[config.mk]
export PLATFORM = sky130hd
export DESIGN_NAME = vram_arbiter
export DESIGN_NICKNAME = d
export VERILOG_FILES = /design/src/rtl/vram_arbiter.sv
export SDC_FILE = /design/constraint.sdc
export NUM_CORES = 1
export LEC_CHECK = 0
export BUFFER_PORTS_ARGS = -buffer_cell sky130_fd_sc_hd__buf_2
export CAP_MARGIN = 20
export CORE_MARGIN = 2
export CORE_UTILIZATION = 46
export DETAILED_ROUTE_END_ITERATION = 8
export PLACE_DENSITY = 0.66
export SLEW_MARGIN = 0
export SYNTH_ARGS = -nofsm -noshare
export SYNTH_HDL_FRONTEND = slang
export SYNTH_SLANG_ARGS = --single-unit
export TNS_END_PERCENT = 20
[constraint.sdc]
create_clock -name PIX_CLK -period 2.76 [get_ports PIX_CLK]
set_input_delay 0.138 -clock PIX_CLK [delete_from_list [all_inputs] [get_ports PIX_CLK]]
set_output_delay 0.138 -clock PIX_CLK [all_outputs]
set_load 0.05 [all_outputs]
[src/rtl/vram_arbiter.sv]
// Purpose: arbitrates the single-port 8 KB VRAM between MC6847 video fetch (priority) and Z80 CPU.
// Latency: video data 2 edges after its slot; CPU write ack 1 edge, read ack 2 edges after grant.
// Backpressure: CPU stalled via cpu_wait; video has none, a 2-deep queue absorbs lost slots, overflow sets vid_overrun.
module vram_arbiter #(
  parameter int ADDR_W       = 13,
  parameter int DATA_W       = 8,
  parameter int STARVE_LIMIT = 4
) (
  input  logic              PIX_CLK,
  input  logic              RESET_N,
  input  logic              vid_rd,
  input  logic [ADDR_W-1:0] vid_addr,
  output logic [DATA_W-1:0] vid_data,
  output logic              vid_valid,
  output logic              vid_overrun,
  input  logic              cpu_req,
  input  logic              cpu_we,
  input  logic [ADDR_W-1:0] cpu_addr,
  input  logic [DATA_W-1:0] cpu_wdata,
  output logic [DATA_W-1:0] cpu_rdata,
  output logic              cpu_ack,
  output logic              cpu_wait,
  output logic [ADDR_W-1:0] ram_addr,
  output logic              ram_we,
  output logic [DATA_W-1:0] ram_wdata,
  input  logic [DATA_W-1:0] ram_rdata
);

  typedef enum logic [1:0] {C_IDLE, C_WAIT, C_ISSUED, C_DONE} cpu_state_t;

  localparam logic [3:0] LP_LIMIT = 4'(STARVE_LIMIT);

  // video address queue
  logic [ADDR_W-1:0] r_fifo [2];
  logic              r_wr_ptr;
  logic              r_rd_ptr;
  logic [1:0]        r_cnt;
  logic              r_overrun;

  // slot arbitration and RAM port
  logic [3:0]        r_starve_cnt;
  logic [ADDR_W-1:0] r_ram_addr;
  logic              r_ram_we;
  logic [DATA_W-1:0] r_ram_wdata;

  // video return pipeline
  logic              r_vslot1;
  logic              r_vslot2;
  logic              r_vid_valid;
  logic [DATA_W-1:0] r_vid_data;

  // CPU side
  cpu_state_t        r_state;
  logic              r_rd_ph;
  logic              r_cpu_we;
  logic [ADDR_W-1:0] r_cpu_addr;
  logic [DATA_W-1:0] r_cpu_wdata;
  logic [DATA_W-1:0] r_cpu_rdata;
  logic              r_cpu_ack;

  logic              w_cpu_pending;
  logic              w_fifo_empty;
  logic              w_fifo_full;
  logic              w_starved;
  logic              w_grant_cpu;
  logic              w_grant_vid;
  logic              w_pop;
  logic              w_push_req;
  logic              w_push;
  logic              w_drop;
  logic [ADDR_W-1:0] w_vid_slot_addr;

  assign w_cpu_pending = (r_state == C_WAIT);
  assign w_fifo_empty  = (r_cnt == 2'd0);
  assign w_fifo_full   = (r_cnt == 2'd2);
  assign w_starved     = w_cpu_pending && (r_starve_cnt == LP_LIMIT);
  assign w_grant_vid   = !w_starved && (!w_fifo_empty || vid_rd);
  assign w_grant_cpu   = w_cpu_pending && !w_grant_vid;
  assign w_pop         = w_grant_vid && !w_fifo_empty;
  // A strobe hitting an empty queue on a video slot bypasses the queue entirely.
  assign w_push_req    = vid_rd && !(w_grant_vid && w_fifo_empty);
  // A full queue that pops on the same edge still has room for the new address.
  assign w_push        = w_push_req && (!w_fifo_full || w_pop);
  assign w_drop        = w_push_req && w_fifo_full && !w_pop;
  assign w_vid_slot_addr = w_fifo_empty ? vid_addr : r_fifo[r_rd_ptr];

  assign vid_data    = r_vid_data;
  assign vid_valid   = r_vid_valid;
  assign vid_overrun = r_overrun;
  assign cpu_rdata   = r_cpu_rdata;
  assign cpu_ack     = r_cpu_ack;
  assign cpu_wait    = cpu_req && !r_cpu_ack && (r_state != C_DONE);
  assign ram_addr    = r_ram_addr;
  assign ram_we      = r_ram_we;
  assign ram_wdata   = r_ram_wdata;

  // Video queue bookkeeping and sticky overrun flag.
  always_ff @(posedge PIX_CLK or negedge RESET_N) begin
    if (!RESET_N) begin
      r_fifo[0] <= '0;
      r_fifo[1] <= '0;
      r_wr_ptr  <= 1'b0;
      r_rd_ptr  <= 1'b0;
      r_cnt     <= 2'd0;
      r_overrun <= 1'b0;
    end else begin
      if (w_push) begin
        r_fifo[r_wr_ptr] <= vid_addr;
        r_wr_ptr         <= ~r_wr_ptr;
      end
      if (w_pop) r_rd_ptr <= ~r_rd_ptr;
      case ({w_push, w_pop})
        2'b10:   r_cnt <= r_cnt + 2'd1;
        2'b01:   r_cnt <= r_cnt - 2'd1;
        default: r_cnt <= r_cnt;
      endcase
      if (w_drop) r_overrun <= 1'b1;
    end
  end

  // Drive the RAM port for the winning slot and track CPU starvation.
  always_ff @(posedge PIX_CLK or negedge RESET_N) begin
    if (!RESET_N) begin
      r_ram_addr   <= '0;
      r_ram_we     <= 1'b0;
      r_ram_wdata  <= '0;
      r_starve_cnt <= 4'd0;
    end else begin
      r_ram_we <= 1'b0;
      if (w_grant_cpu) begin
        r_ram_addr   <= r_cpu_addr;
        r_ram_we     <= r_cpu_we;
        r_ram_wdata  <= r_cpu_wdata;
        r_starve_cnt <= 4'd0;
      end else if (w_grant_vid) begin
        r_ram_addr <= w_vid_slot_addr;
        if (w_cpu_pending && (r_starve_cnt != 4'hF))
          r_starve_cnt <= r_starve_cnt + 4'd1;
      end
    end
  end

  // Video slot tag follows the RAM's one-cycle read latency, then captures data.
  always_ff @(posedge PIX_CLK or negedge RESET_N) begin
    if (!RESET_N) begin
      r_vslot1    <= 1'b0;
      r_vslot2    <= 1'b0;
      r_vid_valid <= 1'b0;
      r_vid_data  <= '0;
    end else begin
      r_vslot1    <= w_grant_vid;
      r_vslot2    <= r_vslot1;
      r_vid_valid <= r_vslot2;
      if (r_vslot2) r_vid_data <= ram_rdata;
    end
  end

  // CPU request FSM: capture, wait for a slot, complete once, then wait for req release.
  always_ff @(posedge PIX_CLK or negedge RESET_N) begin
    if (!RESET_N) begin
      r_state     <= C_IDLE;
      r_rd_ph     <= 1'b0;
      r_cpu_we    <= 1'b0;
      r_cpu_addr  <= '0;
      r_cpu_wdata <= '0;
      r_cpu_rdata <= '0;
      r_cpu_ack   <= 1'b0;
    end else begin
      r_cpu_ack <= 1'b0;
      case (r_state)
        C_IDLE: begin
          if (cpu_req) begin
            r_cpu_we    <= cpu_we;
            r_cpu_addr  <= cpu_addr;
            r_cpu_wdata <= cpu_wdata;
            r_state     <= C_WAIT;
          end
        end
        C_WAIT: begin
          if (w_grant_cpu) begin
            r_rd_ph <= 1'b0;
            r_state <= C_ISSUED;
          end
        end
        C_ISSUED: begin
          if (r_cpu_we) begin
            r_cpu_ack <= 1'b1;
            r_state   <= C_DONE;
          end else if (!r_rd_ph) begin
            r_rd_ph <= 1'b1;
          end else begin
            r_cpu_rdata <= ram_rdata;
            r_cpu_ack   <= 1'b1;
            r_state     <= C_DONE;
          end
        end
        default: begin
          if (!cpu_req) r_state <= C_IDLE;
        end
      endcase
    end
  end

endmodule
* Yosys cells after proc, flatten, opt, wreduce, memory -nomap -nowiden
Cells that the tools add are included.
** Operators by class
- $add $sub $neg :: 3
- $lt $le $gt $ge :: 3
- Equal/unequal tests :: 13
- Multiplexer cells :: 26
- Bitwise logic cells :: 5
- Reductions and logical operators :: 33
** Operators with widths (count)
- $mux W13 :: 7
- $bwmux W26 :: 1
- $demux W13 S1 :: 1
- $logic_and A1 B1 Y1 :: 13
- $mux W4 :: 3
- $mux W2 :: 5
- $reduce_bool A2 Y1 :: 4
- $logic_not A1 Y1 :: 7
- $eq A2 B2 Y1 const B :: 3
- $mux W1 :: 6
- $ne A2 B2 Y1 const B :: 3
- $pmux W2 S3 :: 1
- $reduce_and A3 Y1 :: 2
- $add A4 B1 Y4 const B :: 1
- $eq A2 B1 Y1 const B :: 2
- $eq A4 B3 Y1 const B :: 1
- $ge A2 B2 Y1 const B :: 2
- $logic_not A2 Y1 :: 2
- $ne A4 B1 Y1 const B :: 1
- $ne A4 B4 Y1 const B :: 1
- $not A1 Y2 :: 2
- $pmux W2 S2 :: 1
- $reduce_and A2 Y1 :: 2
- $reduce_and A4 Y1 :: 1
- 8 further kinds :: 11
** Word-level totals
- Bits in registers :: 102
- Input port bits :: 47
- Output and inout bits :: 42
- Word-level logic and storage cells :: 104

* Depth between registers and ports, before layout
Gate-level depths: netlist of the first run.
- Depth after elaboration :: 10
- Depth in mapped cells :: 8
- Depth with buffers taken out :: 7

* Worst setup path after synthesis of the first run
Ideal clock, no wire load.
- Path kind :: flip-flop to flip-flop
- Start point :: register r_state[1]
- End point :: register r_fifo[0] (netlist name)
- Library setup time :: 0.125 ns
- Arrival :: 1.986 ns
- Data required time :: 2.635 ns
- Path slack :: 0.649 ns
- Stages on the path, launching flop included :: 8
- Path buffers :: 1
- Period minus slack after synthesis :: 2.111 ns
- Cell sequence :: dfrtp_1 > inv_1 > ha_1 > nand4b_2 > xnor2_1 > o211ai_1 > buf_2 > mux2_2
** Between the ends
- Cells in the longest elaborated chain, start to end :: 8
- Elaborated cells on any way between the ends :: 10
- Classes of those cells :: eq/ne (1); reduce/logical (9)
** RTL lines
- start: declaration :: line 53 : cpu_state_t r_state;
- start signal: assignment :: line 161 : r_state <= C_IDLE;
- start signal: assignment :: line 176 : r_state <= C_WAIT;
- start signal: assignment :: line 182 : r_state <= C_ISSUED;
- $eq A2 B1 Y1 (*) :: line 73 : assign w_cpu_pending = (r_state == C_WAIT);
- $logic_and A1 B1 Y1 (*) :: line 76 : assign w_starved = w_cpu_pending && (r_starve_cnt == LP_LIMIT);
- $logic_not A1 Y1 (*) :: line 77 : assign w_grant_vid = !w_starved && (!w_fifo_empty || vid_rd);
- $logic_and A1 B1 Y1 (*) :: line 77
- $logic_and A1 B1 Y1 :: line 81 : assign w_push_req = vid_rd && !(w_grant_vid && w_fifo_empty);
- $logic_not A1 Y1 :: line 81
- $logic_and A1 B1 Y1 :: line 81
- $logic_and A1 B1 Y1 (*) :: line 83 : assign w_push = w_push_req && (!w_fifo_full || w_pop);
- end signal: indexed assignment :: line 108 : r_fifo[r_wr_ptr] <= vid_addr;
- end: declaration :: line 34 : logic [ADDR_W-1:0] r_fifo [2];
Mark *: on every way between the ends. The rest lies on a longest branch, timed or not.
A chain may end at the register's enable or synchronous reset.

* Worst setup path after layout of the first run
- Start point :: register r_cnt[0]
- End point :: register r_ram_wdata[1], in the netlist ram_wdata[1]
** Between the ends
- Cells in the longest elaborated chain, start to end :: 6
** RTL lines
- start: declaration :: line 37 : logic [1:0] r_cnt;
- start signal: assignment :: line 113 : 2'b10: r_cnt <= r_cnt + 2'd1;
- start signal: assignment :: line 114 : 2'b01: r_cnt <= r_cnt - 2'd1;
- start signal: assignment :: line 115 : default: r_cnt <= r_cnt;
- $logic_not A2 Y1 :: line 74 : assign w_fifo_empty = (r_cnt == 2'd0);
- $logic_not A1 Y1 :: line 77
- $logic_or A1 B1 Y1 :: line 77
- $logic_and A1 B1 Y1 :: line 77
- $logic_not A1 Y1 :: line 78 : assign w_grant_cpu = w_cpu_pending && !w_grant_vid;
- $logic_and A1 B1 Y1 :: line 78
- end signal: assignment :: line 133 : r_ram_wdata <= r_cpu_wdata;
- end: declaration :: line 44 : logic [DATA_W-1:0] r_ram_wdata;
Every way passes these cells.

==> run_results.csv, run 1 <==
group,metric,value,unit
floorplan,start_util,47.5,%
yosys,syn-instance-count,328,
routing,vias_per_cell,5.12,
run_status,status,"finished, final reports clean",
timing,fin_crit,2.18,ns
cts,tritoncts,"done",
timing,slew_violations,0,
cts,cts-root-buf,"clkbuf_8",
yosys,async_flop_share,100,%
grt,antenna_found_initial,0,
yosys,synth_nets,382,
cts,htree_num_levels,3,
grt,grt_pass1_vias,2925,
placed_design,finalWeightedCongestion,0.744,
timing,final_hold_viol_count,0,
routing,drt_iter0_drc,72,
routing,vias,2944,
timing,worst_slew_pin_slew,0.966,ns
yosys,ys_seq_elements,102,
yosys,synth_edf_count,0,
pwr,ir_drop,0.000593,V
pwr,p_total,0.00642,W
pwr,power.density,1180,nW/µm²
layout,diodes,0,
critical_path,arrival,2.44,ns
critical_path,r2r_slack,0.58,ns
yosys,synthFlopType,"dfrtp_1",
critical_path,worst_r2r_endpoint,"ram_wdata[1]$_DFFE_PN0P_",
yosys,syn_area,4410,µm²
pwr,p_seq_share,40.8,%
pwr,intPower,0.00373,W
grt,globalRouteTotalUtil,17.6,%
yosys,synth_area_per_cell,13.4,µm²
routing,wire_per_inst,15.2,µm
floorplan,ioPinCount,89,
routing,final_antenna_net_count,0,
layout,layout-drive-gt1-share,42.4,%
layout,register_area,2550,µm²
grt,met3_usage,2.94,%
layout,final_area,5450,µm²
floorplan,die_w,102,µm
layout,nFillCells,794,
layout,areaGrowthSynthToFinish,23.6,%
cts,clk_latency,0.37,ns
cts,cts_buffers,9,
pwr,swShare,42.0,%
grt,grt_pass1_wl,14100,µm
timing,fin_tns_setup,0,ns
pwr,clockPowerShare,15.4,%
routing,dr.pass1.iters,6,
floorplan,core_area,9280,µm²
flow_run,cap_violations,0,
placed_design,dpl.hpwl,5960,µm
layout,fin_nets,495,
critical_path,worstSetupStartpoint,"r_cnt[0]$_DFFE_PN0P_",
grt,grt_busiest_layer,"met2",
yosys,synth-simple-area-share,5.14,%
cts,clk_pin_slew,0.10,ns
pwr,comb_power_share,43.8,%
cts,cts_num_sinks,102,
yosys,ys_types,41,
yosys,synthMuxAreaShare,24.2,%
critical_path,cp-start-kind,"flop",
critical_path,endpoint,"ram_wdata[1]$_DFFE_PN0P_",
grt,grt_max_degree,79,
critical_path,r2r_start,"r_cnt[0]$_DFFE_PN0P_",
cts,holdBufCountCts,24,
floorplan,dieArea,10400,µm²
cts,cts.path.max_buffers,2,
floorplan,num_rows,35,
placed_design,postPlaceCellArea,4990,µm²
yosys,synth_adder_area_share,1.99,%
routing,drc_errors,0,
critical_path,critical_path.max_fanout,29,
yosys,yosysWarnings,0,
grt,met2_usage,28.1,%
yosys,synth_compound_area_share,7.58,%
placed_design,port_buffers,88,
critical_path,required,3.01,ns
timing,clock_skew,0.0120,ns
layout,multiInputGateArea,1750,µm²
yosys,yosysSeqAreaShare,57.9,%
yosys,synth_top_family_by_area,"multiplexers",
critical_path,reg2reg_depth,4,
routing,wirelength,8770,µm
timing,fmax,0.458,GHz
timing,relSlewSlack,35.6,%
critical_path,crit_type,"flop to flop",
timing,rsz0062_at_grt,"no",
grt,overflow,0,
timing,finalSetupViolations,0,
timing,finalCritPeriodShare,79.1,%
grt,grt_use_met1,23.7,%
cts,post_cts_resized,0,
cts,cts_setup_buffers,0,
floorplan,die_h,102,µm
yosys,synth-xor-area-share,0.795,%
pwr,p_leak,2.53,nW
pwr,switchingPower,0.00270,W
min_path,hold_class,"primary input to flop",
critical_path,endpoint_kind,"flop",
-- cell families (layout without fill, tap and decap cells) --
group | count (synthesis) | after routing
buffers and inverters | 25 | 143
xor gates and xnor gates | 4 | 4
DFF | 102 | 102
and+or+nand+nor | 44 | 44
AOI/OAI and AO/OA | 49 | 49
muxes | 97 | 97
adders and majority gates | 7 | 7
-- worst min-delay path by stage --
stage | from | to | slack [ns] | cells past startpoint
2_1_floorplan | RESET_N | cpu_ack$_DFF_PN0_ | -0.16 | 0
3_3_place_gp | r_vslot1$_DFF_PN0_ | r_vslot2$_DFF_PN0_ | 0.33 | 0
3_5_place_dp | r_vslot1$_DFF_PN0_ | r_vslot2$_DFF_PN0_ | 0.33 | 0
4_1_cts | ram_rdata[1] | cpu_rdata[1]$_DFFE_PN0P_ | 0.0007 | 2
5_1_grt | ram_rdata[1] | cpu_rdata[1]$_DFFE_PN0P_ | 0.0002 | 2
6_report | cpu_addr[3] | r_cpu_addr[3]$_DFFE_PN0P_ | 0.02 | 2
-- flip-flops by register name, summed over array words and instances, names as in the netlist, 2 cells and up --
signal,cells
r_cpu_addr,13
r_cnt,2
cpu_rdata,8
r_state,2
ram_wdata,8
vid_data,8
r_starve_cnt,4
ram_addr,13
r_fifo,26
r_cpu_wdata,8
-- worst max-delay path, stage by stage (launching register included) --
cell,delay (ns)
dfrtp_1,0.48
or2_4,0.42
o21ai_4,0.28
and2_1,0.50
mux2_2,0.39
-- cells in the final DEF, fill, tap and decap left out, types with 2 or more instances in the layout --
cell,n
buf_2,87
inv_1,6
o211ai_1,11
nor2b_1,5
ha_1,7
inv_6,2
nor3_1,2
nor2_1,7
mux2_2,72
buf_4,9
clkbuf_8,9
xnor2_1,4
dfrtp_1,102
nand3_1,3
and3_1,2
o21ai_0,16
nand2_1,18
a211oi_1,3
a221o_1,3
nor3b_1,2
dlygate4sd3_1,24
mux2i_1,24
a21oi_1,5
-- power groups by stage --
stage / registers, W / logic (W) / clock network, W
2_1_floorplan: 0.00343 / 0.00136 / 0
3_3_place_gp: 0.00263 / 0.00277 / 0
3_5_place_dp: 0.00265 / 0.00282 / 0
4_1_cts: 0.00262 / 0.00285 / 0.00102
5_1_grt: 0.00271 / 0.00304 / 0.00108
6_report: 0.00262 / 0.00282 / 0.000987
-- metal layers --
metal  routed length, µm  share of wire (%)
met4                 157                1.8
met5                   0                  0
met3                 341                3.9
met2                4070                 46
met1                4200                 48
-- synthesized netlist by cell type, drive strengths merged, types with 4 or more instances --
cell | n | area (µm²)
nor2 | 7 | 26.3
ha | 7 | 87.6
o21ai | 18 | 101
nor2b | 5 | 31.3
o211ai | 11 | 82.6
xnor2 | 4 | 35.0
inv | 7 | 26.3
mux2 | 73 | 826
nand2 | 18 | 67.6
clkbuf | 9 | 35.0
a21oi | 5 | 25.0
mux2i | 24 | 240
dfrtp | 102 | 2550
buf | 9 | 46.3
-- metrics by stage --
stage | util, % | setup slack, ns | std cells | hold slack, ns
floorplan | - | 0.649 | 328 | -0.158
global placement | 53.8 | 0.663 | 535 | 0.334
detailed placement | 53.8 | 0.577 | 535 | 0.335
CTS | 58.7 | 0.566 | 575 | 0.000721
global route | 58.7 | 0.472 | 575 | 0.000203
finish | 58.7 | 0.578 | 575 | 0.0182
-- area by class of cell --
cell class / count / share of cell area (%)
Sequential cell: 102 / 46.9
Multi-Input combinational cell: 201 / 32.1
Timing Repair Buffer: 120 / 13.6
Tap cell: 129 / 2.96
Clock buffer: 9 / 2.27
Clock inverter: 7 / 1.68
Inverter: 7 / 0.482
(Power assumes the default switching activity.)
==> inputs of run 2 (changes only) <==
==> constraint.sdc (replaced) <==
create_clock -name PIX_CLK -period 2.2 [get_ports PIX_CLK]
set_input_delay 0.11 -clock PIX_CLK [delete_from_list [all_inputs] [get_ports PIX_CLK]]
set_output_delay 0.11 -clock PIX_CLK [all_outputs]
set_load 0.05 [all_outputs]
==> run_results.csv, run 2 (same netlist as run 1, synthesis figures left out) <==
group,metric,value,unit
run_status,status,"finished, final reports clean",
timing,hold_slack,0.0181,ns
critical_path,worst_r2r_endpoint,"r_fifo[1]$_DFFE_PN0P_",
layout,layout-drive-gt1-share,41.2,%
cts,tritoncts,"done",
layout,mostFrequentLayoutCells,"dfrtp_1, buf_2, mux2_2",
min_path,min-delay-start,"vid_addr[1]",
routing,vias_per_cell,5.04,
timing,finalCritPeriodShare,93.6,%
grt,antenna_found_initial,0,
timing,clock_skew,0.00802,ns
timing,finalSetupViolations,0,
pwr,ir_drop,0.000754,V
min_path,hold_class,"primary input to flop",
floorplan,num_rows,35,
critical_path,critical_path.max_fanout,13,
placed_design,finalWeightedCongestion,0.737,
layout,diodes,0,
grt,grt_max_degree,70,
grt,grt_pass1_wl,14900,µm
flow_run,cap_violations,0,
pwr,p_leak,2.62,nW
critical_path,r2r_start,"r_state[1]$_DFFE_PN0P_",
critical_path,crit_family,"flip-flops",
critical_path,cp_slowest_cell,"dfrtp_1",
floorplan,ioPinCount,89,
timing,relSlewSlack,69.5,%
floorplan,die_w,102,µm
routing,dr.pass1.iters,4,
min_path,min_path_cells,2,
layout,largest_reg_flops,26,
floorplan,core_area,9280,µm²
min_path,min_to,"r_fifo[14]$_DFFE_PN0P_",
critical_path,reg2reg_depth,7,
grt,overflow,0,
grt,globalRouteTotalUtil,18.4,%
cts,htree_num_levels,3,
critical_path,required,2.46,ns
cts,cts_num_sinks,102,
routing,wire_per_inst,15.2,µm
floorplan,dieArea,10400,µm²
timing,final_hold_viol_count,0,
critical_path,crit_type,"flop to flop",
layout,largest-register,"r_fifo",
cts,clk_pin_slew,0.10,ns
cts,clk_latency,0.37,ns
critical_path,r2r_slack,0.14,ns
timing,fin_crit,2.06,ns
floorplan,start_util,47.5,%
critical_path,max_stage_delay,0.44,ns
critical_path,cp-start-kind,"flop",
timing,worst_slew_pin_slew,0.458,ns
critical_path,arrival,2.32,ns
critical_path,cp_num_buf_inv,2,
placed_design,port_buffers,88,
timing,fin_tns_setup,0,ns
routing,drt_iter0_drc,99,
timing,rsz0062_at_grt,"no",
critical_path,endpoint_kind,"flop",
cts,cts_buffers,9,
routing,vias,2997,
timing,slew_violations,0,
grt,grt_pass1_vias,3084,
layout,fin_nets,515,
routing,wirelength,9060,µm
critical_path,path_cells,"inv_1 -> ha_1 -> nand4b_2 -> xnor2_1 -> o211ai_1 -> buf_4 -> mux2_2",
layout,areaGrowthSynthToFinish,28.6,%
floorplan,die_h,102,µm
layout,final_common_cell,"dfrtp_1",
cts,cts.path.max_buffers,2,
timing,fmax,0.486,GHz
cts,cts-root-buf,"clkbuf_8",
pwr,power.density,1440,nW/µm²
routing,final_antenna_net_count,0,
routing,drc_errors,0,
placed_design,dpl.hpwl,5980,µm
run 2: cell types whose count changed in the layout (fill, tap and decap cells not counted), sizes merged:
cell         delta
clkinvlp        +2
dlygate4sd3    +18
clkinv          -2
buf             +2
run 2: through the flow:
stage	worst slack (ns)	std cells	util [%]	power (W)	instance area, µm²
2_1_floorplan	0.0888	328	-	0.00601	4410
6_report	0.141	595	61.1	0.00815	5670
3_3_place_gp	0.218	537	54.3	0.00682	5040
3_5_place_dp	0.136	537	54.3	0.00693	5040
4_1_cts	0.120	595	61.1	0.00822	5670
5_1_grt	0.0206	595	61.1	0.00865	5670
run 2: where the power goes:
part	switching, W	internal [W]
registers	0.000529	0.00274
logic	0.00221	0.00145
clock network	0.000683	0.000542
run 2: area by class of cell:
| type | instances | area [µm²] |
|---|---|---|
| Clock buffer | 9 | 124 |
| Clock inverter | 7 | 81.3 |
| Fill cell | 758 | 3610 |
| Inverter | 7 | 26.3 |
| Multi-Input combinational cell | 201 | 1750 |
| Sequential cell | 102 | 2550 |
| Tap cell | 129 | 161 |
| Timing Repair Buffer | 140 | 976 |
run 2: how the worst max path moves through the flow:
stage | startpoint | endpoint | slack, ns | depth (start not counted)
global route | r_state[1]$_DFFE_PN0P_ | r_state[1]$_DFFE_PN0P_ | 0.02 | 7
global placement | r_state[1]$_DFFE_PN0P_ | r_fifo[12]$_DFFE_PN0P_ | 0.22 | 7
finish | r_state[1]$_DFFE_PN0P_ | r_fifo[1]$_DFFE_PN0P_ | 0.14 | 7
detailed placement | r_state[1]$_DFFE_PN0P_ | ram_wdata[0]$_DFFE_PN0P_ | 0.14 | 7
floorplan | r_state[1]$_DFFE_PN0P_ | r_fifo[0]$_DFFE_PN0P_ | 0.09 | 7
CTS | r_state[1]$_DFFE_PN0P_ | ram_wdata[0]$_DFFE_PN0P_ | 0.12 | 7
run 2: timing repair:
| item | in CTS | in global routing |
|---|---|---|
| buffers inserted | 0 | 0 |
| gates resized for setup | 0 | 1 |
| setup endpoints to repair | 0 | 1 |
| hold buffers | 42 | 0 |
| hold endpoints to repair | 93 | 0 |
run 2: layer usage:
metal  GRT usage (%)  part of all wire, %  vias up
met5               0                    0        -
met4            6.97                  1.5        0
met3            3.76                  4.2       14
met2            30.1                   48       73
met1            24.3                   47     1478
li1                -                    -     1432
run 2: worst register-to-register path, stage by stage, from the launching register on:
cell,delay (ns)
dfrtp_1,0.44
inv_1,0.11
ha_1,0.19
nand4b_2,0.21
xnor2_1,0.22
o211ai_1,0.17
buf_4,0.25
mux2_2,0.37
